===== config.mk =====
export PLATFORM = sky130hd
export DESIGN_NAME = fir_mac
export DESIGN_NICKNAME = d
export VERILOG_FILES = /design/src/rtl/fir_pkg.sv /design/src/rtl/fir_mac_scale.sv /design/src/rtl/fir_mac.sv
export SDC_FILE = /design/constraint.sdc
export NUM_CORES = 1
export LEC_CHECK = 0
export CAP_MARGIN = 20
export CORE_MARGIN = 2
export CORE_UTILIZATION = 65
export CTS_BUF_LIST = sky130_fd_sc_hd__clkbuf_8 sky130_fd_sc_hd__clkbuf_16
export CTS_CLUSTER_SIZE = 8
export DETAILED_ROUTE_END_ITERATION = 16
export PLACE_DENSITY_LB_ADDON = 0.3
export RECOVER_POWER = 50
export SLEW_MARGIN = 20
export SYNTH_ARGS = -nofsm -noshare
export SYNTH_HDL_FRONTEND = slang
export SYNTH_SLANG_ARGS = --single-unit

===== constraint.sdc =====
create_clock -name clk -period 20.3 [get_ports clk]
set_input_delay 4.06 -clock clk [delete_from_list [all_inputs] [get_ports clk]]
set_output_delay 4.06 -clock clk [all_outputs]
set_load 0.005 [all_outputs]

===== src/rtl/fir_pkg.sv =====
// Shared constants and types for the FIR datapath.
// Default widths, pipeline depth and the frame-marker record used by fir_mac.
package fir_pkg;

    localparam int FIR_A_W     = 16;
    localparam int FIR_B_W     = 16;
    localparam int FIR_ACC_W   = 40;
    localparam int FIR_OUT_W   = 32;
    localparam int FIR_MAC_LAT = 3;

    typedef struct packed {
        logic valid;
        logic first;
        logic last;
    } fir_mark_t;

endpackage


===== src/rtl/fir_mac_scale.sv =====
// Arithmetic right shift of the accumulator and reduction to the output width.
// FIR_MAC_SAT_EN selects clamping with an overflow flag; otherwise plain truncation.
module fir_mac_scale #(
    parameter int ACC_W = 40,
    parameter int OUT_W = 32,
    parameter int SHIFT = 0
) (
    input  logic signed [ACC_W-1:0] acc,
    output logic signed [OUT_W-1:0] res,
    output logic                    ovf
);

    logic signed [ACC_W-1:0] shifted;

    assign shifted = acc >>> SHIFT;

`ifdef FIR_MAC_SAT_EN
    localparam logic signed [ACC_W-1:0] MAX_V = {{(ACC_W-OUT_W+1){1'b0}}, {(OUT_W-1){1'b1}}};
    localparam logic signed [ACC_W-1:0] MIN_V = {{(ACC_W-OUT_W+1){1'b1}}, {(OUT_W-1){1'b0}}};

    always_comb begin
        res = shifted[OUT_W-1:0];
        ovf = 1'b0;
        if (shifted > MAX_V) begin
            res = MAX_V[OUT_W-1:0];
            ovf = 1'b1;
        end else if (shifted < MIN_V) begin
            res = MIN_V[OUT_W-1:0];
            ovf = 1'b1;
        end
    end
`else
    // Bits above OUT_W are intentionally dropped in the wrapping build.
    logic unused_bits;
    assign unused_bits = ^shifted;
    assign res = shifted[OUT_W-1:0];
    assign ovf = 1'b0;
`endif

endmodule


===== src/rtl/fir_mac.sv =====
// Pipelined signed multiply-accumulate: S1 operands, S2 product, S3 accumulator/output.
// Define FIR_MAC_SAT_EN to saturate the scaled result and drive dout_ovf.
module fir_mac
    import fir_pkg::*;
#(
    parameter int A_W   = FIR_A_W,
    parameter int B_W   = FIR_B_W,
    parameter int ACC_W = FIR_ACC_W,
    parameter int OUT_W = FIR_OUT_W,
    parameter int SHIFT = 0
) (
    input  logic                    clk,
    input  logic                    reset_n,
    input  logic                    ce,
    input  logic                    in_valid,
    input  logic                    in_first,
    input  logic                    in_last,
    input  logic signed [A_W-1:0]   a,
    input  logic signed [B_W-1:0]   b,
    output logic signed [OUT_W-1:0] dout,
    output logic                    dout_valid,
    output logic                    dout_ovf
);

    localparam int P_W = A_W + B_W;

    if (ACC_W < P_W) begin : g_bad_acc_w
        $error("fir_mac: ACC_W must be >= A_W+B_W");
    end
    if (OUT_W > ACC_W) begin : g_bad_out_w
        $error("fir_mac: OUT_W must be <= ACC_W");
    end
    if (SHIFT > ACC_W - OUT_W) begin : g_bad_shift
        $error("fir_mac: SHIFT must be <= ACC_W-OUT_W");
    end

    fir_mark_t               mark1, mark2;
    logic signed [A_W-1:0]   a1;
    logic signed [B_W-1:0]   b1;
    logic signed [P_W-1:0]   prod2;
    logic signed [ACC_W-1:0] acc, acc_next, prod_ext;
    logic signed [OUT_W-1:0] scaled;
    logic                    scaled_ovf;
    logic                    emit;

    assign prod_ext = ACC_W'(prod2);
    assign acc_next = mark2.first ? prod_ext : acc + prod_ext;
    assign emit     = mark2.valid && mark2.last;

    fir_mac_scale #(
        .ACC_W(ACC_W),
        .OUT_W(OUT_W),
        .SHIFT(SHIFT)
    ) u_scale (
        .acc(acc_next),
        .res(scaled),
        .ovf(scaled_ovf)
    );

    always_ff @(posedge clk or negedge reset_n) begin
        if (!reset_n) begin
            mark1      <= '0;
            mark2      <= '0;
            a1         <= '0;
            b1         <= '0;
            prod2      <= '0;
            acc        <= '0;
            dout       <= '0;
            dout_valid <= 1'b0;
        end else if (ce) begin
            mark1      <= '{valid: in_valid, first: in_first, last: in_last};
            a1         <= a;
            b1         <= b;
            mark2      <= mark1;
            prod2      <= P_W'(a1) * P_W'(b1);
            dout_valid <= emit;
            // Bubbles leave the partial sum untouched, whatever their markers say.
            if (mark2.valid) begin
                acc <= acc_next;
            end
            if (emit) begin
                dout <= scaled;
            end
        end
    end

`ifdef FIR_MAC_SAT_EN
    always_ff @(posedge clk or negedge reset_n) begin
        if (!reset_n) begin
            dout_ovf <= 1'b0;
        end else if (ce && emit) begin
            dout_ovf <= scaled_ovf;
        end
    end
`else
    logic unused_ovf;
    assign unused_ovf = scaled_ovf;
    assign dout_ovf   = 1'b0;
`endif

endmodule


# Word-level counts from Yosys, hierarchy flattened
# Index checks and enable logic that the tools add are counted.
# totals
register_bits	143
inputBits	38
output_inout_bits	34
elab_cells	18
# op_classes
n_addsub	1
n_mul	1
mux	1
n_reduce_logical	3
# op_table
op	count
40-bit by 32-bit adder with 40-bit output	1
40-bit 2-to-1 mux	1
16-bit by 16-bit multiplier with 32-bit output	1
2-bit AND reduction	2
1-bit logical AND	1

# Logic depth before layout (Yosys ltp)
# Gate-level depths: netlist (run 1).
# depth
ltp_word	2
mapped_depth	24
mapped_depth_nobuf	22

# Modules after synthesis
# From an unflattened synthesis (run 1), not the netlist that was laid out.
# hier_totals
cells_unflattened	1871
area_unflattened_um2	17951.0
# by_module_without_submodules
mod	instances	cells_per_inst	area_each_um2	seq_area_each_um2
fir_mac	1	1837	17699.5	3578.4
fir_mac_scale	1	34	251.5	0.0

# Worst setup path after synthesis (run 1)
# Ideal clock, no wire load.
# synth_path
path_type	reg-to-reg
start	register a1[15]
end	register prod2[31]
setup_time_ns	0.135
t_arrival_ns	6.253
setup_slack_ns	13.912
path_stages_with_launch	22
n_path_buf	1
synth_period_minus_slack_ns	6.388
path_cell_list	dfrtp_1 > clkbuf_1 > nand2_1 > inv_1 > fa_1 > fa_1 > fa_1 > fa_1 > fa_1 > inv_1 > fa_1 > inv_1 > ha_1 > a21o_1 > a21o_1 > a21o_1 > a2bb2oi_1 > a31oi_1 > or4_1 > a31oi_1 > xnor2_1 > a21oi_1
# synth_between
elab_chain_len	1
# synth_lines
element	line_no	text
start: declaration	fir_mac.sv:38	logic signed [A_W-1:0] a1;
start signal: assignment	fir_mac.sv:64	a1 <= '0;
start signal: assignment	fir_mac.sv:72	a1 <= a;
16-bit by 16-bit multiplier with 32-bit output	fir_mac.sv:75	prod2 <= P_W'(a1) * P_W'(b1);
end signal: assignment	fir_mac.sv:75	
end: declaration	fir_mac.sv:40	logic signed [P_W-1:0] prod2;
# No other way between the ends.
# A chain may end at the register's enable or synchronous reset.

==> flow_metrics.py, run 1 <==
metrics = {
    "sta": {
        "final_critical_delay_including_setup_and_external_delays_ns": 9.722,
        "finalClockSkew_ns": 0.01584,
        "relSlewSlack_pct": -177.9,
        "final_max_slew_viol_count": 193,
        "final_min_period_over_clock_period_pct": 47.89,
        "rsz0062_at_grt": "no",
        "setup_violations": 0,
        "final_hold_fails": 0,
        "fin_tns_setup_ns": 0,
        "achievable-frequency_mhz": 102.9,
        "worst_max_slew_pin_slew_ns": 4.168,
    },
    "global_route": {
        "grt_start_max_net_pins": 79,
        "globalRoute.totalOverflow": 0,
        "first_global_vias": 13130,
        "antenna_found_initial": 1,
        "grt_pass1_wl_mm": 64.09,
        "global_route.usage.total_pct": 30.76,
    },
    "placement": {
        "io_buffer_count": 70,
        "gpl_congestion": 0.8918,
        "hpwlAfterDp_mm": 28.01,
    },
    "clocking": {
        "cts_post_setup_buffers_inserted": 0,
        "tritoncts": "yes",
        "cts_hold_buf": 0,
        "tritoncts_num_sinks": 135,
        "root_buffer": "sky130_fd_sc_hd__clkbuf_16",
        "ctsLongestPathBuffers": 2,
        "numCtsBuffers": 17,
        "worst_skew_pair.late_latency_ns": 0.45,
        "h-tree-depth": 4,
        "clk_pin_slew_worst_setup_hold_paths_ns": 0.07,
        "ctsResizeCount": 0,
    },
    "logic_synthesis": {
        "synth-seq-area-share_pct": 20.42,
        "synth_fa_ha_area_share_pct": 40.36,
        "synth-simple-area-share_pct": 13.27,
        "yosys_most_used_dff": "sky130_fd_sc_hd__dfrtp_1",
        "synthesis.instances": 1724,
        "netlist_area_pre_place_sq_um": 16550,
        "yosysWarnings": 0,
        "mappedNetlistNets": 2138,
        "synth_top_family_by_area": "adder cells",
        "synth_edf_count": 0,
        "synth_area_per_cell_sq_um": 9.598,
        "postSynth.asyncResetShare_pct": 100.0,
        "synth_compound_area_share_pct": 9.648,
        "yosysUniqueCellTypes": 56,
        "muxShareOfSynthArea_pct": 4.650,
        "synth-xor-area-share_pct": 3.282,
        "synth_seq_cells": 135,
    },
    "finish": {
        "finalNetCount": 2164,
        "multi_input_area_sq_um": 11790,
        "area_added_between_synthesis_and_finish_pct": 8.937,
        "post_route_cells_drive_above_1_share_pct": 6.012,
        "storage_element_area_sq_um": 3382,
        "layout.filler_cells": 1861,
        "antenna-diode-count": 0,
        "mostFrequentLayoutCell": "sky130_fd_sc_hd__inv_1",
        "final_cell_mix": "sky130_fd_sc_hd__inv_1 (300), sky130_fd_sc_hd__fa_1 (263), sky130_fd_sc_hd__nand2_1 (202), sky130_fd_sc_hd__dfrtp_1 (134), sky130_fd_sc_hd__and2_1 (127)",
    },
    "floorplanning": {
        "floorplan.die.width_um": 163.6,
        "initial_core_util_pct": 65.90,
        "core_area_sq_um": 25110,
        "die_y_um": 163.6,
        "num_rows": 58,
        "design.die.area_sq_um": 26750,
        "top_level_i_o_count": 72,
    },
    "worst_hold_path": {
        "hold_path_class": "flop to flop",
    },
    "drt": {
        "route.met2.wl_mm": 19.19,
        "detail_route.vias_per_cell": 5.810,
        "detail-route-antenna-nets": 0,
        "dr.first_iter.drc_count": 817,
        "route.detailed.wl_per_inst_um": 17.87,
        "highest-signal-layer": "met4",
        "num_vias": 12160,
        "wl_mm": 37.40,
        "routedLengthMet1_mm": 14.74,
        "drtPass1Iterations": 5,
        "drt_drc_violations_left": 0,
        "met3RoutedLength_mm": 1.686,
    },
    "setup_path": {
        "critical_path.startpoint_type": "primary input",
        "rrSetupSlack_ns": 13.25,
        "crit_arrival_ns": 9.62,
        "largest_fanout_on_the_critical_path": 63,
        "worst_setup_path_type": "primary input to async pin",
        "worstSetupEndpointType": "async pin",
        "critical_path_required_ns": 20.19,
    },
    "run_status": {
        "outcome": "complete, but fails checks",
        "failed_checks": "max-capacitance violations, max-slew violations",
    },
    "job": {
        "max-cap-violations": 3,
    },
}
critical path: stages:
cell	delay (ns)
sky130_fd_sc_hd__clkbuf_1	2.27
sky130_fd_sc_hd__clkbuf_1	1.05
sky130_fd_sc_hd__clkbuf_1	2.20
flip-flops by register name, summed over array words and instances, names as in the netlist:
register    count
a1             16
acc            32
b1             16
dout           32
dout_valid      1
mark1           3
mark2           3
prod2          32
synth_stat cells (15+ instances only):
library cell | instances | area (sq um)
sky130_fd_sc_hd__a21o_1 | 24 | 180.2
sky130_fd_sc_hd__a21oi_1 | 72 | 360.4
sky130_fd_sc_hd__a31oi_1 | 15 | 93.84
sky130_fd_sc_hd__and2_1 | 127 | 794.5
sky130_fd_sc_hd__clkbuf_1 | 59 | 221.5
sky130_fd_sc_hd__dfrtp_1 | 135 | 3378
sky130_fd_sc_hd__fa_1 | 263 | 5265
sky130_fd_sc_hd__ha_1 | 113 | 1414
sky130_fd_sc_hd__inv_1 | 300 | 1126
sky130_fd_sc_hd__mux2_2 | 59 | 664.4
sky130_fd_sc_hd__nand2_1 | 203 | 762.0
sky130_fd_sc_hd__nand2b_1 | 17 | 106.4
sky130_fd_sc_hd__nand3_1 | 16 | 80.08
sky130_fd_sc_hd__nor2_1 | 59 | 221.5
sky130_fd_sc_hd__o21ai_0 | 80 | 400.4
sky130_fd_sc_hd__xnor2_1 | 43 | 376.6
sky130_fd_sc_hd__xor2_1 | 19 | 166.4
layer usage:
metal  vias up  global-route usage (%)
li1       5489                       -
met1      6166                   38.48
met4         0                   14.07
met5         -                       0
met3       124                   3.428
met2       381                   53.95
through the flow:
step                cells  utilization, %  setup slack [ns]  hold slack [ns]  area [sq um]
finish               2093           71.79             10.58           0.4833         18030
floorplan            1724               -             13.91           0.4530         16550
CTS                  2092           71.83             13.41           0.4909         18030
global route         2093           71.79             9.275           0.5069         18030
global placement     2060           69.42             13.56           0.4662         17430
detailed placement   2060           69.42             13.44           0.4744         17430
final timing paths:
path,startpoint,endpoint,cells past startpoint
setup / recovery,reset_n,b1[10],3
hold / removal,dout[25],dout[25],2
setup reg to reg,a1[15],prod2[31],20
hold reg to reg,dout[25],dout[25],2
max in group clk,ce,dout[31],7
min in group asynchronous,reset_n,dout[8],1
kinds of logic after synthesis:
kind of cell	after synthesis
compound gates	255
xor+xnor	62
fa+ha+maj	376
buf+inv	367
flops	135
mux	69
other cells	1
simple gates	459
final cells by class:
cell class / instances / share of cell area, %
inverters: 300 / 6.247
clock inverters: 15 / 0.9926
well taps: 330 / 2.291
flip-flops and latches: 135 / 18.76
multi-input cells: 1222 / 65.41
clock buffers: 17 / 2.360
repair buffers: 74 / 3.943
Power of run 1 is not shown: default switching activity piles up to over one toggle a cycle in this logic, so the estimate is an artifact.
==> run 2, diff against run 1 <==
--- a/config.mk
+++ b/config.mk
@@ -7,7 +7,7 @@
 export LEC_CHECK = 0
 export CAP_MARGIN = 20
 export CORE_MARGIN = 2
-export CORE_UTILIZATION = 65
+export CORE_UTILIZATION = 57
 export CTS_BUF_LIST = sky130_fd_sc_hd__clkbuf_8 sky130_fd_sc_hd__clkbuf_16
 export CTS_CLUSTER_SIZE = 8
 export DETAILED_ROUTE_END_ITERATION = 16
==> constraint.sdc (replaced) <==
create_clock -name clk -period 8.4 [get_ports clk]
set_input_delay 1.68 -clock clk [delete_from_list [all_inputs] [get_ports clk]]
set_output_delay 1.68 -clock clk [all_outputs]
set_load 0.005 [all_outputs]
==> run 2 against run 1 <==
  * The flow still finishes with violations (max-capacitance violations, max-slew violations)
  * Register-to-register slack worse by 12 ns
  * Wire length down 2.6%
  * Count of clock-buffer cells in the layout unchanged
  * Worst setup slack got worse by 9.3 ns
  * Non-clock buffer count stayed put
  * Core utilization down 8.6 points
  * Worst hold slack lost 0.0072 ns
  * Critical path depth up 17
  * First-iteration DRC count decreased by 13%
  * Largest cell class unchanged
==> flow_metrics.py, run 2 (same netlist as run 1, synthesis figures left out) <==
metrics = {
    "run_status": {
        "outcome": "complete, but fails checks",
        "failed_checks": "max-capacitance violations, max-slew violations",
    },
    "placement": {
        "hpwlAfterDp_mm": 27.82,
        "gpl_congestion": 0.8933,
        "io_buffer_count": 70,
    },
    "drt": {
        "detail-route-antenna-nets": 0,
        "wl_mm": 36.43,
        "drt_drc_violations_left": 0,
        "detail_route.vias_per_cell": 5.535,
        "drtPass1Iterations": 5,
        "route.detailed.wl_per_inst_um": 16.97,
        "num_vias": 11880,
        "dr.first_iter.drc_count": 711,
    },
    "global_route": {
        "grt_start_max_net_pins": 80,
        "globalRoute.totalOverflow": 0,
        "antenna_found_initial": 0,
        "first_global_vias": 13140,
        "grt_pass1_wl_mm": 64.05,
        "global_route.usage.total_pct": 26.37,
    },
    "finish": {
        "post_route_cells_drive_above_1_share_pct": 6.126,
        "antenna-diode-count": 0,
        "layout.filler_cells": 2367,
        "area_added_between_synthesis_and_finish_pct": 9.323,
        "final_cell_mix": "sky130_fd_sc_hd__inv_1 (300), sky130_fd_sc_hd__fa_1 (263), sky130_fd_sc_hd__nand2_1 (202), sky130_fd_sc_hd__dfrtp_1 (134), sky130_fd_sc_hd__and2_1 (127)",
        "finalNetCount": 2164,
        "mostFrequentLayoutCell": "sky130_fd_sc_hd__inv_1",
        "layout_top_registers": "acc x32, dout x32, prod2 x32",
    },
    "setup_path": {
        "crit_path_max_incr_delay_ns": 0.90,
        "critical_path.startpoint_type": "flop",
        "critical_path_required_ns": 8.53,
        "cp_cell_sequence": "nand2_1 > inv_1 > fa_1 > fa_1 > fa_1 > fa_1 > fa_1 > inv_1 > fa_1 > inv_1 > ha_1 > a21o_1 > a21o_1 > a21o_1 > a2bb2oi_1 > a31oi_1 > or4_1 > a31oi_1 > xnor2_1 > a21oi_1",
        "crit_slowest_cell": "sky130_fd_sc_hd__fa_1",
        "path_delay_family": "adder cells",
        "critical-path-top-cell-by-count": "sky130_fd_sc_hd__fa_1",
        "worst_setup_path_type": "flop to flop",
        "path_buf_inv": 3,
        "crit_arrival_ns": 7.29,
        "worstSetupEndpointType": "flop",
        "largest_fanout_on_the_critical_path": 17,
    },
    "sta": {
        "achievable-frequency_mhz": 139.7,
        "final_hold_fails": 0,
        "final_max_slew_viol_count": 217,
        "relSlewSlack_pct": -186.5,
        "fin_tns_setup_ns": 0,
        "final_critical_delay_including_setup_and_external_delays_ns": 7.157,
        "setup_violations": 0,
        "final_min_period_over_clock_period_pct": 85.21,
        "rsz0062_at_grt": "no",
        "worst_max_slew_pin_slew_ns": 4.297,
        "finalClockSkew_ns": 0.01531,
    },
    "clocking": {
        "ctsResizeCount": 0,
        "worst_skew_pair.late_latency_ns": 0.45,
        "cts_post_setup_buffers_inserted": 0,
        "numCtsBuffers": 17,
        "ctsLongestPathBuffers": 2,
        "cts_hold_buf": 0,
        "root_buffer": "sky130_fd_sc_hd__clkbuf_16",
        "h-tree-depth": 4,
        "tritoncts_num_sinks": 135,
        "clk_pin_slew_worst_setup_hold_paths_ns": 0.08,
        "tritoncts": "yes",
    },
    "floorplanning": {
        "die_y_um": 174.4,
        "top_level_i_o_count": 72,
        "num_rows": 62,
        "initial_core_util_pct": 57.81,
        "core_area_sq_um": 28630,
        "floorplan.die.width_um": 174.4,
        "design.die.area_sq_um": 30410,
    },
    "job": {
        "max-cap-violations": 3,
    },
    "worst_hold_path": {
        "hold_path_class": "flop to flop",
    },
}
## run 2: changes by cell type in the layout (fill, tap and decap cells not counted)
cell	before	now
sky130_fd_sc_hd__buf_4	2	3
sky130_fd_sc_hd__bufinv_16	0	1
sky130_fd_sc_hd__clkbuf_1	4	2
sky130_fd_sc_hd__clkbuf_2	0	1
sky130_fd_sc_hd__clkinv_4	0	2
sky130_fd_sc_hd__clkinv_8	5	1
sky130_fd_sc_hd__clkinvlp_4	2	0
sky130_fd_sc_hd__dfrtp_2	0	1
sky130_fd_sc_hd__dfrtp_4	1	0
sky130_fd_sc_hd__inv_6	3	6
## run 2: layer usage
metal / global-route usage, % / up-vias / part of all wire, %
met4: 9.034 / 0 / 2.7
met5: 0 / - / 0
met1: 32.55 / 6063 / 41
li1: - / 5474 / -
met3: 3.609 / 69 / 3.7
met2: 47.54 / 277 / 53
## run 2: cell type report
class / count / area, sq um / share of cell area (%)
clock buffer: 17 / 425.4 / 2.352
clock inverter: 15 / 172.7 / 0.9545
inverter: 300 / 1126 / 6.225
multi-input combinational: 1222 / 11790 / 65.18
sequential: 135 / 3379 / 18.68
tap: 384 / 480.5 / 2.656
timing repair buffer: 74 / 715.7 / 3.956
## run 2: path summary, 6_finish.rpt
kind | slack (ns) | cells past startpoint | endpoint | from
max | 1.24 | 20 | prod2[31] | a1[15]
min reg2reg | 0.48 | 2 | dout[6] | dout[6]
min in group asynchronous | 2.36 | 1 | acc[3] | reset_n
max reg2reg | 1.24 | 20 | prod2[31] | a1[15]
max in group asynchronous | 2.63 | 2 | mark2[1] | reset_n
min | 0.48 | 2 | dout[6] | dout[6]
## run 2: through the flow
step / std cells / hold WS, ns / cell area, sq um / worst slack [ns] / util (%)
3_3_place_gp: 2115 / 0.4636 / 17510 / 1.683 / 61.15
6_report: 2147 / 0.4761 / 18090 / 1.243 / 63.20
5_1_grt: 2147 / 0.5122 / 18090 / 0.9389 / 63.20
3_5_place_dp: 2115 / 0.4704 / 17510 / 1.478 / 61.15
4_1_cts: 2147 / 0.4873 / 18100 / 1.403 / 63.24
2_1_floorplan: 1724 / 0.4530 / 16550 / 2.012 / -
## run 2: worst reg2reg max path, cell delays in order, from the launching register on
cell	delay, ns
sky130_fd_sc_hd__dfrtp_1	0.71
sky130_fd_sc_hd__nand2_1	0.21
sky130_fd_sc_hd__inv_1	0.17
sky130_fd_sc_hd__fa_1	0.55
sky130_fd_sc_hd__fa_1	0.90
sky130_fd_sc_hd__fa_1	0.53
sky130_fd_sc_hd__fa_1	0.52
sky130_fd_sc_hd__fa_1	0.50
sky130_fd_sc_hd__inv_1	0.05
sky130_fd_sc_hd__fa_1	0.47
sky130_fd_sc_hd__inv_1	0.04
sky130_fd_sc_hd__ha_1	0.34
sky130_fd_sc_hd__a21o_1	0.20
sky130_fd_sc_hd__a21o_1	0.18
sky130_fd_sc_hd__a21o_1	0.19
sky130_fd_sc_hd__a2bb2oi_1	0.21
sky130_fd_sc_hd__a31oi_1	0.18
sky130_fd_sc_hd__or4_1	0.43
sky130_fd_sc_hd__a31oi_1	0.21
sky130_fd_sc_hd__xnor2_1	0.16
sky130_fd_sc_hd__a21oi_1	0.09
Power of run 2 is left out for the same reason.
